==> config.mk <==
export PLATFORM = sky130hd
export DESIGN_NAME = fxp40s_shift_ctrl
export DESIGN_NICKNAME = d
export VERILOG_FILES = /design/src/rtl/fxp40s_pkg.sv /design/src/rtl/fxp40s_skid_buf.sv /design/src/rtl/fxp40s_shift_ctrl.sv
export SDC_FILE = /design/constraint.sdc
export NUM_CORES = 1
export LEC_CHECK = 0
export CAP_MARGIN = 30
export CORE_ASPECT_RATIO = 0.8
export CORE_MARGIN = 3
export CORE_UTILIZATION = 43
export DETAILED_ROUTE_END_ITERATION = 10
export PLACE_DENSITY_LB_ADDON = 0.12
export SLEW_MARGIN = 20
export SYNTH_ARGS = -nofsm -noshare
export SYNTH_HDL_FRONTEND = slang
export SYNTH_SLANG_ARGS = --single-unit
==> constraint.sdc <==
create_clock -name clk -period 11.7 [get_ports clk]
set_input_delay 2.925 -clock clk [delete_from_list [all_inputs] [get_ports clk]]
set_output_delay 2.925 -clock clk [all_outputs]
set_load 0.02 [all_outputs]
==> src/rtl/fxp40s_pkg.sv <==
// -----------------------------------------------------------------------------
// fxp40s_pkg
// Shared definitions for the FXP40S fixed-point format: 40-bit two's
// complement value with 24 fractional bits (LSB = 2^-24).
// -----------------------------------------------------------------------------
package fxp40s_pkg;

    localparam int FXP40S_WIDTH   = 40;
    localparam int FXP40S_SIGN    = 39;
    localparam int FXP40S_LSB_POW = -24;
    localparam int FXP40S_INT_LSB = 24;
    localparam int SHIFT_SAT      = 64;

    // Integer part of |x| for a 40-bit value with 24 fraction bits.
    // It spans bits [40:24] of the 41-bit magnitude.
    localparam int SHIFT_MAG_W    = FXP40S_WIDTH + 1 - FXP40S_INT_LSB;

    typedef logic signed [FXP40S_WIDTH-1:0] fxp40s_t;

endpackage

==> src/rtl/fxp40s_skid_buf.sv <==
// -----------------------------------------------------------------------------
// fxp40s_skid_buf
// Generic 2-entry valid/ready skid buffer. It gives full throughput, and
// s_ready is a register, so ready has no combinational path.
//   clk, rstn        clock, asynchronous active-low reset
//   s_valid/s_ready  upstream handshake, s_data payload [W-1:0]
//   m_valid/m_ready  downstream handshake, m_data payload [W-1:0]
// m_data comes straight from the main register. s_ready means "skid empty".
// -----------------------------------------------------------------------------
module fxp40s_skid_buf #(
    parameter int W = 8
) (
    input  logic         clk,
    input  logic         rstn,
    input  logic         s_valid,
    output logic         s_ready,
    input  logic [W-1:0] s_data,
    output logic         m_valid,
    input  logic         m_ready,
    output logic [W-1:0] m_data
);

    logic [W-1:0] main_q;
    logic [W-1:0] skid_q;
    logic         main_v;
    logic         skid_v;
    logic         ready_q;

    logic         accept;
    logic         load_main;
    logic         load_skid;
    logic         main_v_d;
    logic         skid_v_d;

    assign accept    = s_valid & ready_q;
    // The main register may change only when it is empty or its beat leaves this cycle.
    assign load_main = !main_v | m_ready;

    always_comb begin
        main_v_d  = main_v;
        skid_v_d  = skid_v;
        load_skid = 1'b0;
        if (load_main) begin
            // Only a beat that is already parked in the skid may enter main.
            // Otherwise the newly accepted beat enters main.
            if (skid_v) begin
                main_v_d = 1'b1;
                skid_v_d = 1'b0;
            end else begin
                main_v_d = accept;
            end
        end else if (accept) begin
            load_skid = 1'b1;
            skid_v_d  = 1'b1;
        end
    end

    // NOTE: sequential state uses non-blocking assignments, so every register samples pre-edge values.
    always_ff @(posedge clk or negedge rstn) begin
        if (!rstn) begin
            main_v  <= 1'b0;
            skid_v  <= 1'b0;
            ready_q <= 1'b0;
            main_q  <= '0;
        end else begin
            main_v  <= main_v_d;
            skid_v  <= skid_v_d;
            ready_q <= !skid_v_d;
            if (load_main) begin
                if (skid_v) begin
                    main_q <= skid_q;
                end else if (accept) begin
                    main_q <= s_data;
                end
            end
        end
    end

    // NOTE: skid payload has no reset; skid_v alone decides whether it is meaningful.
    always_ff @(posedge clk) begin
        if (load_skid) begin
            skid_q <= s_data;
        end
    end

    assign s_ready = ready_q;
    assign m_valid = main_v;
    assign m_data  = main_q;

endmodule

==> src/rtl/fxp40s_shift_ctrl.sv <==
// -----------------------------------------------------------------------------
// fxp40s_shift_ctrl
// Upstream control stage for the FXP40S variable shifter. It turns the signed
// FXP40S exponent into an unsigned shift magnitude and a direction, then
// registers them together with the data and the tag through a skid buffer.
//   clk, rstn               clock, asynchronous active-low reset
//   s_valid/s_ready         input handshake
//   s_data, s_exp, s_tag    value to shift, signed exponent, sideband tag
//   m_valid/m_ready         output handshake
//   m_data                  s_data, unchanged
//   m_shift                 |s_exp| integer part, zero-extended to 40 bits
//   m_shift_sign            0 = left shift, 1 = right shift
//   m_ovf                   magnitude >= 64, so the shifter zeroes its output
//   m_tag                   s_tag of this beat
// -----------------------------------------------------------------------------
module fxp40s_shift_ctrl
    import fxp40s_pkg::*;
#(
    parameter int TAG_W = 4
) (
    input  logic             clk,
    input  logic             rstn,
    input  logic             s_valid,
    output logic             s_ready,
    input  logic [39:0]      s_data,
    input  logic [39:0]      s_exp,
    input  logic [TAG_W-1:0] s_tag,
    output logic             m_valid,
    input  logic             m_ready,
    output logic [39:0]      m_data,
    output logic [39:0]      m_shift,
    output logic             m_shift_sign,
    output logic             m_ovf,
    output logic [TAG_W-1:0] m_tag
);

    localparam int PAYLOAD_W = 2*FXP40S_WIDTH + 2 + TAG_W;

    fxp40s_t                   exp_s;
    logic [FXP40S_WIDTH:0]     abs_exp;
    logic [SHIFT_MAG_W-1:0]    mag;
    logic [FXP40S_WIDTH-1:0]   shift_dec;
    logic                      sign_dec;
    logic                      ovf_dec;
    logic [PAYLOAD_W-1:0]      in_payload;
    logic [PAYLOAD_W-1:0]      out_payload;

    assign exp_s = s_exp;

    // The magnitude is 41 bits wide, so -2^39 becomes +2^39 and does not wrap.
    assign abs_exp = exp_s[FXP40S_SIGN] ? -{exp_s[FXP40S_SIGN], exp_s}
                                        : {1'b0, exp_s};

    // Dropping the fraction bits truncates the magnitude toward zero.
    assign mag       = SHIFT_MAG_W'(abs_exp >> FXP40S_INT_LSB);
    assign shift_dec = {{(FXP40S_WIDTH-SHIFT_MAG_W){1'b0}}, mag};
    // A negative exponent smaller than 1.0 in magnitude becomes shift 0, which is reported as a left shift.
    assign sign_dec  = exp_s[FXP40S_SIGN] & (mag != '0);
    assign ovf_dec   = (mag >= SHIFT_MAG_W'(SHIFT_SAT));

    assign in_payload = {s_data, shift_dec, sign_dec, ovf_dec, s_tag};

    fxp40s_skid_buf #(
        .W (PAYLOAD_W)
    ) u_skid (
        .clk     (clk),
        .rstn    (rstn),
        .s_valid (s_valid),
        .s_ready (s_ready),
        .s_data  (in_payload),
        .m_valid (m_valid),
        .m_ready (m_ready),
        .m_data  (out_payload)
    );

    assign {m_data, m_shift, m_shift_sign, m_ovf, m_tag} = out_payload;

endmodule
==> metrics.md, run 1 <==
| Metric | Value |
|---|---|
| Skew-Pair Late Insertion Delay | ~410 ps |
| Area Overhead vs Synth | 39.0% |
| Slew @ Worst Pin | 852 ps |
| Max Clk Rate | 181 MHz |
| Placed Instances | 771 |
| DRT iter0 DRCs | 173 |
| Gates resized, CTS repair | 0 |
| Status | complete, no violations |
| Wire per inst | 15.6 um |
| RSZ-0062 raised after global routing | false |
| Final Net Count | 708 |
| Critical path's top delay family | simple AND/OR/NAND/NOR gates |
| Tcrit/Tclk final | 0.471 |
| Fin. Hold Viols | 0 |
| Hold Crit Class | flip-flop to flip-flop |
| Port bufs | 152 |
| First-pass GRT wire length | 20400 um |
| Total CTS buffers | 17 |
| Post-CTS setup buffer count | 0 |
| Int Pwr | 1.06 mW |
| Initial antenna violation count | 0 |
| Crit path max-delay cell type | or4_4 |
| Sw Share | 0.287 |
| Clock power frac | 0.361 |
| PwrDens | 189 mW/mm^2 |
| Slew headroom | 0.430 |
| Via count | between 3k and 4k |
| Distinct cells, synth | 46 |
| Post-Route WL | 12500 um |
| All-Layer GR Usage | 0.178 |
| Reg clk slew, reported paths | 50 ps |
| Pre-antenna DRT Iters | 4 |
| Peak supply drop | ~0.10 mV |
| Row Count | 36 |
| Cell taking the most area after synthesis | edfxtp_1 |
| CP required | around 12000 ps |
| RePlAce Congestion | ~0.8 |
| Antenna Violating Nets Remaining | 0 |
| Critical path type | input pin to flip-flop |
| CTS Sinks | 129 |
| Crit. End Element | flip-flop |
| Sw power | about 0.43 mW |
| Yosys synthesis warning count | 0 |
| Fin crit period | 5510 ps |
| Final worst slack | approximately 6200 ps |
| TritonCTS clock tree | built |
| Top cell type's share of synthesized area | 0.333 |
| Setup tns final | 0 ps |
| Cell count after synthesis | 474 |
| Largest net degree at the start of global routing | 64 |
| Reg power frac | 0.397 |
| Cell Count, Final, Fillers Out | 804 |
| Static leakage | 3.06 nW |
| Die width | 134 um |
| Root buffer cell | clkbuf_16 |
| Combinational share of power | 0.242 |
| Top cells by area, synth | edfxtp_1, dfrtp_1, mux2i_1 |
| Layout cells sized above 1 | 0.0790 |
| Htree depth | 4 |
| I/O pin count | 176 |
| DR vias/cell | 4.93 |
| WP data arrival | 5670 ps |
| Antenna Cells | 0 |
| Buffers & Inverters on Critical Path | 1 |
| Vias in the first global route | 3962 |
| Clock Path Buffers | 2 |
| Starting Density | 0.453 |
| Post-synthesis sequential area ratio | 0.624 |
| Place WS | 5740 ps |
| Final number of setup-violating endpoints | 0 |
| Slew Limit Fails | 0 |
| Full die area | 0.0146 sq mm |
| Post-Syn Area per Cell | 12.0 sq um |
| Crit-path max FO | 8 |
| Hold_buf cts | 0 |
| Yosys reg bits | between 100 and 150 |
| Clock Skews | 9.49 ps |
| Maxcap violations | 0 |
| Finished Cell Area | 0.00789 sq mm |
| Post-layout util | 0.630 |
| Post-detailed-route DRC marker count | 0 |
| Crit-path max cell delay | 560 ps |
| Grt ovf | 0 |
| Mapped cell area | 0.00568 sq mm |
| Startpoint types | input pin |
| Placed inst area | 0.00727 sq mm |
| Crit-path cells | clkdlybuf4s50_1 > or4_4 > nor4_4 > nand3_4 > o32a_1 > o211a_1 > nor4_2 > nand4_1 > and2_1 |
| Die Y | 109 um |
| Core area | approximately 0.013 sq mm |
| HPWL Detailed | 8530 um |
synth_stat cells, drive strengths merged:
library cell / instances
nand2: 76
dfrtp: 66
o21ai: 66
edfxtp: 63
mux2i: 52
buf: 30
clkbuf: 22
xnor2: 14
nor2: 10
inv: 7
nand2b: 7
o31ai: 7
or4: 6
a21oi: 5
nand3: 5
or2: 5
nor3: 4
nor4: 4
o211ai: 3
or3: 3
and3: 2
o41ai: 2
a311oi: 1
a31o: 1
a32o: 1
a41o: 1
and2: 1
conb: 1
nand4: 1
nor2b: 1
nor4b: 1
o2111a: 1
o2111ai: 1
o211a: 1
o311ai: 1
o32a: 1
xor2: 1
layout make-up:
type | instances | area (sq um)
Inverter | 7 | 26.3
Fill cell | 1007 | 4630
Timing Repair Buffer | 156 | 1570
Sequential cell | 129 | 3550
Multi-Input combinational cell | 309 | 1930
Clock inverter | 13 | 160
Tap cell | 171 | 214
Clock buffer | 19 | 443
power by group through the flow:
stage,Sequential (mW),Combinational (mW),Clock (mW)
after floorplan,0.665,0.113,0
after global placement,0.602,0.354,0
after detailed placement,0.605,0.361,0
after CTS,0.597,0.362,0.545
after global routing,0.601,0.392,0.562
final,0.591,0.361,0.537
cells by family after synthesis:
kind of cell	share of synthesized area
flip-flops	0.624
other	0.000660
multiplexers	0.0917
AO/OA/AOI/OAI	0.0974
AND/OR/NAND/NOR	0.109
XOR/XNOR	0.0231
buffers and inverters	0.0542
metal layers:
| layer | vias to the layer above | global-route usage | wire [um] |
|---|---|---|---|
| li1 | 1935 | - | - |
| met1 | 1878 | 0.241 | 5810 |
| met2 | 141 | 0.275 | 5730 |
| met3 | 11 | 0.0609 | 870 |
| met4 | 0 | 0.0516 | 126 |
| met5 | - | 0 | 0 |
path summary, 6_finish.rpt:
path	to	start	slack [ps]	depth (start not counted)
min in group asynchronous	u_skid.m_data[51]$_DFFE_PN0P_	rstn	2570	1
min reg2reg	u_skid.m_data[6]$_DFFE_PN0P_	u_skid.m_data[6]$_DFFE_PN0P_	470	2
max	u_skid.skid_q[5]$_DFFE_PP_	s_exp[19]	6190	9
min	u_skid.m_data[6]$_DFFE_PN0P_	u_skid.m_data[6]$_DFFE_PN0P_	470	2
max reg2reg	u_skid.m_data[5]$_DFFE_PN0P_	u_skid.skid_v$_DFF_PN0_	9290	7
max in group asynchronous	u_skid.skid_v$_DFF_PN0_	rstn	8140	2
placed cells by master (no fill, tap or decap), types with 10 or more instances in the layout:
master and n:
clkbuf_16 17, clkdlybuf4s50_1 151, conb_1 24, dfrtp_1 65, edfxtp_1 63, mux2i_1 52
nand2_1 76, o21ai_0 56, o21ai_1 10, xnor2_1 14
worst reg2reg max path, delay by kind of cell (launching register included):
| kind | cells | cell delay, ps |
|---|---|---|
| AND/OR/NAND/NOR | 3 | 700 |
| flip-flops | 1 | 690 |
| buffers and inverters | 2 | 600 |
| AO/OA/AOI/OAI | 2 | 350 |
state kept, by name (all words and copies together), names as in the netlist:
register        count
u_skid.m_valid      1
u_skid.skid_v       1
u_skid.s_ready      1
u_skid.skid_q      63
u_skid.m_data      63
stage by stage:
stage               power [mW]  hold WS, ps
detailed placement       0.965          462
global route              1.56          491
finish                    1.49          469
floorplan                0.777          478
CTS                       1.50          472
global placement         0.956          457
Note: power is estimated with default switching activity, not from simulation.
==> run 2, diff against run 1 <==
==> constraint.sdc (replaced) <==
create_clock -name clk -period 5.2 [get_ports clk]
set_input_delay 1.3 -clock clk [delete_from_list [all_inputs] [get_ports clk]]
set_output_delay 1.3 -clock clk [all_outputs]
set_load 0.02 [all_outputs]
==> metrics.md, run 2 (synthesis gave the netlist of run 1 again) <==
| Metric | Value |
|---|---|
| Status | complete, no violations |
| Slew Limit Fails | 0 |
| Starting Density | 0.453 |
| Port bufs | 152 |
| Antenna Cells | 0 |
| Vias in the first global route | 4083 |
| WHS | 469 ps |
| PwrDens | 434 mW/mm^2 |
| CTS Sinks | 129 |
| RSZ-0062 raised after global routing | false |
| Final number of setup-violating endpoints | 0 |
| Grt ovf | 0 |
| Tcrit/Tclk final | 0.751 |
| Fin crit period | roughly 3900 ps |
| Commonest cells after routing, fill and taps aside | clkdlybuf4s50_1, nand2_1, dfrtp_1 |
| HPWL Detailed | just under 9000 um |
| Via count | 3985 |
| Largest net degree at the start of global routing | 65 |
| Crit-path cells | clkdlybuf4s50_1 > or4_4 > nor4_4 > nand3_4 > o32a_1 > o211a_1 > nor4_2 > nand4_1 > and2_1 |
| Clock power frac | 0.380 |
| WP data arrival | between 4000 and 5000 ps |
| Post-Route WL | 12600 um |
| Row Count | 36 |
| Hold_buf cts | 0 |
| Die Y | 109 um |
| Core area | 0.0125 sq mm |
| Peak supply drop | 0.255 mV |
| Startpoint types | input pin |
| RePlAce Congestion | 0.796 |
| Crit path max-delay cell type | or4_4 |
| Sw power | 0.971 mW |
| DR vias/cell | 4.94 |
| Sw Share | 0.280 |
| Htree depth | 4 |
| Gates resized, CTS repair | 0 |
| Max Clk Rate | 256 MHz |
| Reg clk slew, reported paths | around 60 ps |
| Combinational share of power | 0.238 |
| Initial antenna violation count | 0 |
| DRT iter0 DRCs | 259 |
| Crit-path max FO | 8 |
| Crit. End Element | flip-flop |
| Buffers & Inverters on Critical Path | 1 |
| Die width | 134 um |
| Antenna Violating Nets Remaining | 0 |
| Int Pwr | 2.50 mW |
| Layout cells sized above 1 | 0.0835 |
| Commonest non-fill, non-tap cell in the layout | clkdlybuf4s50_1 |
| Finished Cell Area | between 0.008 and 0.009 sq mm |
| I/O pin count | 176 |
| Cell Count, Final, Fillers Out | 806 |
| Crit-path max cell delay | 560 ps |
| Slew @ Worst Pin | between 700 and 800 ps |
| Final Net Count | 710 |
| Pre-antenna DRT Iters | 4 |
| Maxcap violations | 0 |
| First-pass GRT wire length | 20800 um |
| TritonCTS clock tree | built |
| Wire per inst | 15.7 um |
| Slew headroom | 0.489 |
| Clock Skews | 7.65 ps |
| Total CTS buffers | 17 |
| Reg power frac | 0.382 |
| Critical path type | input pin to flip-flop |
| Static leakage | 3.11 nW |
| Area Overhead vs Synth | 40.9% |
| All-Layer GR Usage | 0.180 |
| CP required | 5360 ps |
| Post-CTS setup buffer count | 0 |
| Hold Crit Class | flip-flop to flip-flop |
| Full die area | 0.0146 sq mm |
| Overall power | 3.47 mW |
| Root buffer cell | clkbuf_16 |
| Placed inst area | ~0.0073 sq mm |
| Fin. Hold Viols | 0 |
| Post-detailed-route DRC marker count | 0 |
| Critical path's top delay family | simple AND/OR/NAND/NOR gates |
| Skew-Pair Late Insertion Delay | approximately 400 ps |
| Placed Instances | 773 |
| Clock Path Buffers | 2 |
| Setup tns final | 0 ps |
-- run 2: cell type report --
cell class	instances	area, sq um
Clock inverter	14	229
Timing Repair Buffer	158	1620
Sequential cell	129	3550
Fill cell	984	4520
Multi-Input combinational cell	309	1930
Clock buffer	18	439
Inverter	7	26.3
Tap cell	171	214
-- run 2: tightest hold or removal path, cell delays in order, from the launching register on --
cell     delay [ps]
dfrtp_1         340
nand2_1          50
nand2_1          50
-- run 2: path summary, 6_finish.rpt --
check | depth (start not counted) | slack [ps] | end | from
max | 9 | 1290 | u_skid.skid_q[5]$_DFFE_PP_ | s_exp[19]
max in group asynchronous | 2 | 3250 | u_skid.skid_v$_DFF_PN0_ | rstn
min | 2 | 470 | u_skid.m_data[6]$_DFFE_PN0P_ | u_skid.m_data[6]$_DFFE_PN0P_
max reg2reg | 5 | 2860 | u_skid.m_data[67]$_DFFE_PN0P_ | u_skid.skid_v$_DFF_PN0_
min in group asynchronous | 1 | 950 | u_skid.m_data[51]$_DFFE_PN0P_ | rstn
min reg2reg | 2 | 470 | u_skid.m_data[6]$_DFFE_PN0P_ | u_skid.m_data[6]$_DFFE_PN0P_
-- run 2: stage by stage --
step | worst slack (ps) | util
final | 1290 | 0.639
after global routing | 1140 | 0.639
after CTS | 1300 | 0.637
after detailed placement | 888 | 0.584
after global placement | 979 | 0.580
after floorplan | 475 | -
-- run 2: power by group through the flow --
stage	clock network (mW)	logic, mW	registers [mW]
2_1_floorplan	0	0.254	1.50
3_3_place_gp	0	0.800	1.35
3_5_place_dp	0	0.818	1.36
4_1_cts	1.34	0.821	1.34
5_1_grt	1.39	0.897	1.35
6_report	1.32	0.825	1.32
-- run 2: per-layer routing --
metal / routed length [um] / global-route usage
met1: 5670 / 0.242
met2: 6130 / 0.289
met3: 754 / 0.0517
met4: 73 / 0.0538
met5: 0 / 0
==> run 3, diff against run 2 <==
==> constraint.sdc (replaced) <==
create_clock -name clk -period 4.1 [get_ports clk]
set_input_delay 1.025 -clock clk [delete_from_list [all_inputs] [get_ports clk]]
set_output_delay 1.025 -clock clk [all_outputs]
set_load 0.02 [all_outputs]
==> metrics.md, run 3 (synthesis gave the netlist of run 1 again) <==
| Metric | Value |
|---|---|
| Status | complete, no violations |
| Static leakage | 3.06 nW |
| Placed Instances | 774 |
| Clock Skews | about 5.5 ps |
| Core area | 0.0125 sq mm |
| CP required | about 4300 ps |
| DR vias/cell | slightly below 5 |
| FF-to-FF setup slack | 2180 ps |
| Setup tns final | 0 ps |
| Crit-path max FO | 8 |
| Via count | 4009 |
| Post-Route WL | 12700 um |
| Place WS | about 130 ps |
| I/O pin count | around 180 |
| Slew Limit Fails | 0 |
| Wire per inst | 15.7 um |
| Htree depth | 4 |
| Tcrit/Tclk final | 0.868 |
| Cell Count, Final, Fillers Out | 808 |
| Layout cells sized above 1 | 0.0769 |
| TritonCTS clock tree | built |
| Antenna Cells | 0 |
| Maxcap violations | 0 |
| Port bufs | between 150 and 200 |
| WP data arrival | 3720 ps |
| First-pass GRT wire length | around 20000 um |
| Root buffer cell | clkbuf_16 |
| Post-CTS setup buffer count | 0 |
| Fin crit period | 3560 ps |
| Vias in the first global route | 4049 |
| Reg2reg end | u_skid.m_data[73]$_DFFE_PN0P_ |
| Gates resized, CTS repair | 0 |
| Peak supply drop | approximately 0.31 mV |
| Area Overhead vs Synth | 39.1% |
| Hold Crit Class | flip-flop to flip-flop |
| Slew headroom | 0.470 |
| Grt ovf | 0 |
| PwrDens | 523 mW/mm^2 |
| Starting Density | 0.453 |
| Row Count | 36 |
| R2R Path Start | u_skid.skid_v$_DFF_PN0_ |
| DRT iter0 DRCs | 171 |
| RSZ-0062 raised after global routing | false |
| Critical Path Source | s_exp[19] |
| Die width | 134 um |
| Total CTS buffers | 17 |
| CTS Sinks | 129 |
| Crit. End Element | flip-flop |
| Post-detailed-route DRC marker count | 0 |
| All-Layer GR Usage | 0.179 |
| Critical path type | input pin to flip-flop |
| Hold_buf cts | 0 |
| RePlAce Congestion | between 0.8 and 0.9 |
| Hold worst-path end | u_skid.m_data[6]$_DFFE_PN0P_ |
| Commonest non-fill, non-tap cell in the layout | clkdlybuf4s50_1 |
| Commonest cells after routing, fill and taps aside | clkdlybuf4s50_1, nand2_1, dfrtp_1 |
| Final number of setup-violating endpoints | 0 |
| Final worst slack | 542 ps |
| HPWL Detailed | 8530 um |
| Full die area | 0.0146 sq mm |
| Pre-antenna DRT Iters | 5 |
| Fill cells | roughly 1k |
| WHS Path Cells | 2 |
| Max Clk Rate | 281 MHz |
| Die Y | 109 um |
| Reg clk slew, reported paths | 50 ps |
| HP Start | u_skid.m_data[6]$_DFFE_PN0P_ |
| Fin. Hold Viols | 0 |
| Clock Path Buffers | 2 |
| WHS | 473 ps |
| R2R depth | 4 |
| Antenna Violating Nets Remaining | 0 |
| Skew-Pair Late Insertion Delay | 410 ps |
| Finished Cell Area | around 0.0079 sq mm |
| Slew @ Worst Pin | 793 ps |
| Initial antenna violation count | 0 |
| Startpoint types | input pin |
| Final Net Count | 712 |
| Overall power | 4.14 mW |
| Post-layout util | 0.631 |
| Placed inst area | about 0.0073 sq mm |
| Largest net degree at the start of global routing | 67 |
==> run 3: changes by cell type in the layout (fill, tap and decap cells not counted), moves of 2 or more <==
cell	previous run	this run
clkinv_4	5	0
buf_4	2	6
clkinv_1	0	4
bufinv_16	5	2
clkinv_2	0	3
buf_12	3	1
clkbuf_1	0	2
clkinvlp_4	2	4
==> run 3: critical path, cell delays in order <==
cell	delay [ps]
clkdlybuf4s50_1	400
or4_4	560
nor4_4	330
nand3_4	160
o32a_1	390
o211a_1	220
nor4_2	290
nand4_1	160
and2_1	180
==> run 3: where the power goes <==
part,switching [mW],total [mW],internal [mW]
logic,0.566,1.06,0.492
registers,0.0974,1.67,1.57
clock network,0.527,1.41,0.880
==> run 3: worst max path at each step <==
stage	end	slack, ps	depth (start not counted)
floorplan	u_skid.skid_q[5]$_DFFE_PP_	670	8
global placement	u_skid.skid_q[5]$_DFFE_PP_	210	9
detailed placement	u_skid.skid_q[5]$_DFFE_PP_	130	9
CTS	u_skid.skid_q[5]$_DFFE_PP_	560	9
global route	u_skid.skid_q[5]$_DFFE_PP_	450	9
finish	u_skid.skid_q[5]$_DFFE_PP_	540	9
==> run 3: layer usage <==
metal	up-vias	wire length [um]	GRT usage
met5	-	0	0
met4	0	190	0.0690
met3	17	782	0.0558
met2	140	5910	0.287
met1	1904	5790	0.231
li1	1948	-	-
==> run 3: area by class of cell <==
class | instances | area (sq um) | area share
flip-flops and latches | 129 | 3550 | 0.449
multi-input cells | 309 | 1930 | 0.244
clock inverters | 13 | 120 | 0.0152
inverters | 7 | 26.3 | 0.00333
well taps | 171 | 214 | 0.0271
repair buffers | 160 | 1630 | 0.207
clock buffers | 19 | 433 | 0.0548
